==> src/rtl/pixel_write_engine.sv <==
// Packs 12-bit RGB pixels into 32-bit per-color words, eight pixels per group,
// and writes each group to frame memory as three words: R, G, then B.
module pixel_write_engine #(
  parameter logic [16:0] BASE_ADDR   = 17'd0,
  parameter int unsigned FRAME_WORDS = 115200
) (
  input  logic        clk,
  input  logic        rst,
  input  logic        en_writing,
  input  logic [11:0] in_data,
  input  logic        in_rts,
  output logic        in_rtr,
  output logic [16:0] out_addr,
  output logic [31:0] out_data,
  output logic        out_rts,
  input  logic        out_rtr,
  output logic        frame_done
);

  localparam logic [16:0] LAST_ADDR = BASE_ADDR + 17'(FRAME_WORDS - 1);

  typedef enum logic [1:0] {ACCUM, WR_R, WR_G, WR_B} state_e;

  state_e      state_q,     state_d;
  logic [2:0]  pixCnt_q,    pixCnt_d;
  logic [31:0] rShift_q,    rShift_d;
  logic [31:0] gShift_q,    gShift_d;
  logic [31:0] bShift_q,    bShift_d;
  logic        inRtr_q,     inRtr_d;
  logic        outRts_q,    outRts_d;
  logic [16:0] outAddr_q,   outAddr_d;
  logic [31:0] outData_q,   outData_d;
  logic        frameDone_q, frameDone_d;

  logic inXfer;
  logic outXfer;

  assign inXfer  = in_rts & inRtr_q;
  assign outXfer = outRts_q & out_rtr;

  // Only one group is buffered, so input is refused while the three words drain.
  always_comb begin
    state_d     = state_q;
    pixCnt_d    = pixCnt_q;
    rShift_d    = rShift_q;
    gShift_d    = gShift_q;
    bShift_d    = bShift_q;
    inRtr_d     = inRtr_q;
    outRts_d    = outRts_q;
    outAddr_d   = outAddr_q;
    outData_d   = outData_q;
    frameDone_d = 1'b0;

    unique case (state_q)
      ACCUM: begin
        inRtr_d = 1'b1;
        if (inXfer) begin
          rShift_d = {rShift_q[27:0], in_data[11:8]};
          gShift_d = {gShift_q[27:0], in_data[7:4]};
          bShift_d = {bShift_q[27:0], in_data[3:0]};
          pixCnt_d = pixCnt_q + 3'd1;
          if (pixCnt_q == 3'd7) begin
            state_d   = WR_R;
            inRtr_d   = 1'b0;
            outRts_d  = 1'b1;
            outData_d = {rShift_q[27:0], in_data[11:8]};
          end
        end
      end
      WR_R: begin
        if (outXfer) begin
          state_d   = WR_G;
          outAddr_d = outAddr_q + 17'd1;
          outData_d = gShift_q;
        end
      end
      WR_G: begin
        if (outXfer) begin
          state_d   = WR_B;
          outAddr_d = outAddr_q + 17'd1;
          outData_d = bShift_q;
        end
      end
      WR_B: begin
        if (outXfer) begin
          state_d  = ACCUM;
          outRts_d = 1'b0;
          inRtr_d  = 1'b1;
          // Wrap by comparison so frames need not be a power-of-two size.
          if (outAddr_q == LAST_ADDR) begin
            outAddr_d   = BASE_ADDR;
            frameDone_d = 1'b1;
          end else begin
            outAddr_d = outAddr_q + 17'd1;
          end
        end
      end
      default: state_d = ACCUM;
    endcase

    if (!en_writing) begin
      state_d     = ACCUM;
      pixCnt_d    = 3'd0;
      rShift_d    = 32'd0;
      gShift_d    = 32'd0;
      bShift_d    = 32'd0;
      inRtr_d     = 1'b0;
      outRts_d    = 1'b0;
      outAddr_d   = BASE_ADDR;
      outData_d   = 32'd0;
      frameDone_d = 1'b0;
    end
  end

  always_ff @(posedge clk or posedge rst) begin
    if (rst) begin
      state_q     <= ACCUM;
      pixCnt_q    <= 3'd0;
      rShift_q    <= 32'd0;
      gShift_q    <= 32'd0;
      bShift_q    <= 32'd0;
      inRtr_q     <= 1'b0;
      outRts_q    <= 1'b0;
      outAddr_q   <= BASE_ADDR;
      outData_q   <= 32'd0;
      frameDone_q <= 1'b0;
    end else begin
      state_q     <= state_d;
      pixCnt_q    <= pixCnt_d;
      rShift_q    <= rShift_d;
      gShift_q    <= gShift_d;
      bShift_q    <= bShift_d;
      inRtr_q     <= inRtr_d;
      outRts_q    <= outRts_d;
      outAddr_q   <= outAddr_d;
      outData_q   <= outData_d;
      frameDone_q <= frameDone_d;
    end
  end

  assign in_rtr     = inRtr_q;
  assign out_rts    = outRts_q;
  assign out_addr   = outAddr_q;
  assign out_data   = outData_q;
  assign frame_done = frameDone_q;

endmodule

==> config.mk <==
export PLATFORM = sky130hd
export DESIGN_NAME = pixel_write_engine
export DESIGN_NICKNAME = d
export VERILOG_FILES = /design/src/rtl/pixel_write_engine.sv
export SDC_FILE = /design/constraint.sdc
export NUM_CORES = 1
export LEC_CHECK = 0
export ABC_AREA = 1
export CORE_MARGIN = 2
export CORE_UTILIZATION = 55
export CTS_BUF_LIST = sky130_fd_sc_hd__clkbuf_4 sky130_fd_sc_hd__clkbuf_8 sky130_fd_sc_hd__clkbuf_16
export DETAILED_ROUTE_END_ITERATION = 8
export PLACE_DENSITY = 0.77
export SYNTH_ARGS = -nofsm -noshare
export SYNTH_HDL_FRONTEND = slang
export SYNTH_SLANG_ARGS = --single-unit
==> constraint.sdc <==
create_clock -name clk -period 6.25 [get_ports clk]
set_input_delay 1.5625 -clock clk [delete_from_list [all_inputs] [get_ports clk]]
set_output_delay 1.5625 -clock clk [all_outputs]
set_load 0.02 [all_outputs]
Word level (Yosys, flattened, before mapping)

Cells that the tools add are included.

Flip-flop bits (word level): 149
Input port bits: 17
Output and inout bits: 52
Logic and storage cells: 82

Add/subtract/negate cells: 2
Equal/unequal tests: 16
Muxes and demuxes: 44
Bitwise logic cells: 2
Reductions and logical operators: 8

Operators by type and width:

| kind                                                  | count |
|---|---|
| 2-to-1 mux 32 bit                                     | 11 |
| one-hot mux 32 bit (3 select lines)                   | 1 |
| 2-to-1 mux 28 bit                                     | 3 |
| 2-to-1 mux 17 bit                                     | 4 |
| one-hot mux 17 bit (2 select lines)                   | 1 |
| adder 17 x 1 -> 17 bit, second input constant         | 1 |
| equality test 17 bit, second input constant           | 1 |
| inequality test 3 bit, second input constant          | 5 |
| 2-to-1 mux 1 bit                                      | 12 |
| 2-to-1 mux 2 bit                                      | 6 |
| AND reduction 5 bit                                   | 2 |
| 2-to-1 mux 3 bit                                      | 3 |
| one-hot mux 2 bit (4 select lines)                    | 1 |
| inequality test 3 x 2 -> 1 bit, second input constant | 2 |
| equality test 2 bit, second input constant            | 2 |
| inequality test 2 x 1 -> 1 bit, second input constant | 2 |
| inequality test 4 x 1 -> 1 bit, second input constant | 1 |
| one-hot mux 1 bit (2 select lines)                    | 2 |
| AND reduction 2 bit                                   | 2 |
| AND reduction 4 bit                                   | 1 |
| adder 3 x 1 -> 3 bit, second input constant           | 1 |
| equality test 3 bit, second input constant            | 1 |
| inequality test 3 x 1 -> 1 bit, second input constant | 1 |
| AND reduction 3 bit                                   | 1 |
| other kinds (4)                                       | 5 |

Longest topological paths before layout

Depth after elaboration: 5
Mapped depth: 11
Gate-level depth less buffers: 10

Least setup slack after synthesis

OpenSTA, ideal clock, no wires.

Kind: input-to-reg
Start: input port in_rts
End: register outData_q[31], in the netlist out_data[31]
Setup time: 0.076 ns
Arrival time: 2.509 ns
Data required time: 6.174 ns
Setup slack: 3.665 ns
Cell stages on the path: 8
Path through: nand2_1 nor2_4 nor2_8 inv_2 o21ai_4 buf_8 nand2_1 o21ai_1

Cells in the longest elaborated chain, start to end: 3

Ends and longest elaborated chain:

| element                                | RTL line | RTL |
|---|---|---|
| from (decl)                            | 11       | `input logic in_rts,` |
| bitwise AND 1 bit                      | 38       | `assign inXfer = in_rts & inRtr_q;` |
| inequality test 3 bit (no source line) | -        |  |
| AND reduction 5 bit (no source line)   | -        |  |
| to (signal assigned)                   | 136      | `outData_q <= outData_d;` |
| to (decl)                              | 32       | `logic [31:0] outData_q, outData_d;` |

Every way passes these cells.
A chain may end at the register's enable or synchronous reset.

Worst setup path after layout

Start: input port in_rts
End: register outData_q[0], in the netlist out_data[0]

The elaborated chain is that of the path after synthesis.

==> summary by stage <==
Status
The flow ran to the end, and the final reports show no timing, DRC or antenna violations.

Clock network
The clock transition at the registers of the reported paths is 0.06 ns. The clock root buffer is sky130_fd_sc_hd__clkbuf_16. In this run the number of H-tree levels came out at 4. TritonCTS built the clock tree. After clock tree synthesis, the flow added hold-fix buffers numbering 0. The post-CTS setup repair buffer count is 0. At the later pin of the worst-skew pair, clock insertion delay measures 0.43 ns. The count of instances resized after the clock tree is built is 0. The clock passes through at most 2 buffers. The clock net in this run drives a total of 149 sinks.

The CTS buffer count is 17.

Synthesis
sky130_fd_sc_hd__nand2_1 is the most common cell in the netlist. The portion of the post-synthesis area used by sequential elements is 52.20%. The biggest area contributor in the post-synthesis netlist is sky130_fd_sc_hd__dfrtp_1. Dividing the synthesized area by the synthesized cell count gives 8.017 um2. The number of enable flip-flop cells after synthesis is 0. The mapped netlist covers 0.007143 mm2. The synthesized design devotes to its leading area cell type 52.20% of total area. In the synthesized netlist, the number of instances is 891. Synthesis produced a netlist with a net count of 915. Synthesis inferred 149 register bits. The async set-or-reset flop fraction in the synthesized netlist is 100.0%. The Yosys step of the flow raised 0 warnings.

After synthesis, the most frequently instantiated cells are sky130_fd_sc_hd__nand2_1 (297), sky130_fd_sc_hd__dfrtp_1 (149), sky130_fd_sc_hd__inv_1 (112). Among all flip-flop cells after synthesis, the most frequent one is sky130_fd_sc_hd__dfrtp_1. Ranked by total cell area, the synthesized netlist is headed by sky130_fd_sc_hd__dfrtp_1 (52%), sky130_fd_sc_hd__nand2_1 (16%), sky130_fd_sc_hd__o21ai_0 (6.8%).

Synthesis instantiated 33 different standard cells from the library.

STA
The slew at the pin closest to its max-slew limit is 1.068 ns. The final number of max-transition violations is 0. The worst slew margin relative to its limit is 28.75%. The upper clock frequency limit is 0.2664 GHz. The time the worst path needs with I/O delays and setup is 3.754 ns. For the final routed database, the setup TNS stands at 0 ns.

The count of final setup violators is 0. The part of the cycle the worst path needs is 60.07%. The clock arrives with 0.008212 ns of skew.

The number of hold-slack violations in the final timing report is 0. Setup repair after global routing left no endpoint under its margin.

Global route
The pin count of the biggest net entering global routing is 112. The initial antenna violation count is 0. The first-pass GRT wire length is 26390 um. The number of global-route vias before repair is 5398. Global routing consumed, over all layers together, 23.69% of the routing resources. The sum of overflow across all layers after global routing is 0.

Detailed routing
The final layout contains routed wiring with a total length of 15840 um. The detailed router placed 6020 vias in this run. The detailed-router iteration count before antenna repair is 5. The remaining number of nets flagged by the antenna check after routing is 0. In the final routed layout, each cell accounts on average for 14.13 um. The detailed-route vias per instance is 5.370. The post-detailed-route DRC marker count is 0. The DRC violation total after the first TritonRoute iteration is 616.

Worst setup path
Traced cell by cell, the critical path runs through clkdlybuf4s50_1, nand2_1, nor2_4, nor2_8, inv_2, o21ai_4, buf_4, nand2_1, o21ai_1. For the worst setup path, the data arrival time is 4.10 ns. The maximum fanout along the worst path is 37. The total buffers and inverters traversed by the critical path is 3.

In this design, the stage delay of the slowest critical-path cell is 0.78 ns. Counting stages on the worst path, the most repeated cell is sky130_fd_sc_hd__nand2_1. The category of cells accounting for the largest share of critical-path delay is buffers and inverters. The type of element launching the critical path is an input pin.

By startpoint and endpoint, the worst setup path is classified as in2reg. The slowest stage cell on the critical path is sky130_fd_sc_hd__o21ai_4. At the worst endpoint, the required time is 6.60 ns.

STA classifies the critical path endpoint as a flip-flop.

Place
The congestion estimate from routability-driven global placement came to 0.8969. Counting tap cells, the placed design contains a total of 1091 instances. The cell area reported after detailed placement is 0.007831 mm2.

The post-detailed-placement half-perimeter wirelength is 9935 um. The number of buffers inserted by port buffering is 68.

Floorplanning
Measured along the x axis, the die boundary spans 118.0 um. The die area is 0.01391 mm2. The floorplan step set the die height to 118.0 um. 69 I/O pins were placed. Row generation in the floorplan step produced 41 rows.

The initial cell density of the core is 56.37%. The core region is 0.01267 mm2.

Flow run
The tool flagged a number of max-cap violations equal to 0.

Cells and area
The fraction of final layout cells with drive strength greater than 1 is 6.217%. The utilization of the core after routing is 66.33%. The synthesis-to-finish area growth is 17.66%. The post-layout instance count excluding filler cells is 1121.

Fill cells in the final layout number 1070. The number of antenna diodes in the final layout is 0. The cell area after layout is 0.008404 mm2. The net count reported at finish is 962.

Power and ir drop
The power density over cell area is 305.5 mW/mm2. The static leakage is 3.885 nW. The maximum vdd drop is 0.1556 mV.

Min path
The class of the tightest hold or removal check is reg2reg.
[path summary, 6_finish.rpt]
check | start | endpoint | slack [ns] | cells past startpoint
min in group asynchronous | rst | out_addr[5] | 1.72 | 2
hold / removal | rShift_q[24] | rShift_q[24] | 0.47 | 2
max in group asynchronous | rst | out_data[11] | 3.41 | 3
setup reg to reg | state_q[0] | out_data[0] | 3.34 | 10
hold reg to reg | rShift_q[24] | rShift_q[24] | 0.47 | 2
setup / recovery | in_rts | out_data[0] | 2.50 | 9
[layer usage]
layer	GRT usage, %	up-vias	wire length, um
li1	-	2926	-
met1	32.83	2860	7025
met2	36.26	193	7490
met3	4.021	41	780
met4	11.67	0	546
met5	0	-	0
[report_power, final]
part           switching [mW]  internal [mW]  total, mW
sequential             0.0288           1.01       1.04
clock                   0.371          0.628      0.999
combinational           0.404          0.129      0.533
total                   0.804           1.76       2.57
[sequential cells by signal (all words and copies together) (netlist names)]
| register | count |
|---|---|
| state_q | 2 |
| bShift_q | 32 |
| out_rts | 1 |
| gShift_q | 32 |
| out_data | 32 |
| in_rtr | 1 |
| rShift_q | 28 |
| frame_done | 1 |
| out_addr | 17 |
| pixCnt_q | 3 |
[per-stage QoR]
step | total power, mW | hold slack (ns) | setup slack (ns)
finish | 2.568 | 0.4713 | 2.496
global route | 2.681 | 0.4960 | 2.217
detailed placement | 1.581 | 0.4601 | 2.068
floorplan | 1.470 | 0.4422 | 0.6795
global placement | 1.572 | 0.4576 | 2.119
CTS | 2.575 | 0.4745 | 2.477
[area by class of cell]
| class | instances | area [um2] | share of cell area [%] |
|---|---|---|---|
| Tap cell | 172 | 215.2 | 2.561 |
| Clock buffer | 25 | 498.0 | 5.925 |
| Multi-Input combinational cell | 579 | 2723 | 32.40 |
| Sequential cell | 149 | 3729 | 44.37 |
| Timing Repair Buffer | 74 | 720.7 | 8.575 |
| Clock inverter | 5 | 75.07 | 0.8933 |
| Inverter | 117 | 444.2 | 5.285 |
[cell usage in the layout (no fill, tap or decap), types with 7 or more instances in the layout]
master | Yosys | layout
sky130_fd_sc_hd__clkbuf_16 | 0 | 17
sky130_fd_sc_hd__clkdlybuf4s50_1 | 0 | 67
sky130_fd_sc_hd__dfrtp_1 | 149 | 149
sky130_fd_sc_hd__ha_1 | 7 | 7
sky130_fd_sc_hd__inv_1 | 112 | 111
sky130_fd_sc_hd__nand2_1 | 297 | 297
sky130_fd_sc_hd__nand3_1 | 38 | 38
sky130_fd_sc_hd__nand4_1 | 10 | 10
sky130_fd_sc_hd__nor2_1 | 36 | 35
sky130_fd_sc_hd__o21ai_0 | 97 | 97
sky130_fd_sc_hd__o21ai_1 | 22 | 22
sky130_fd_sc_hd__o21ai_2 | 9 | 9
sky130_fd_sc_hd__o22ai_1 | 30 | 30
[kinds of logic after synthesis]
family / Yosys count / share of synthesized area [%]
xor gates and xnor gates: 7 / 0.8583
AOI/OAI and AO/OA: 171 / 13.54
and+or+nand+nor: 394 / 22.46
adders and majority gates: 7 / 1.226
buffers and inverters: 163 / 9.721
DFF: 149 / 52.20
[tightest hold or removal path, cell delays in order (launching register included)]
cell and delay, ns:
sky130_fd_sc_hd__dfrtp_1 0.34, sky130_fd_sc_hd__nand2_1 0.05, sky130_fd_sc_hd__nand2_1 0.05
(Power assumes the default switching activity.)
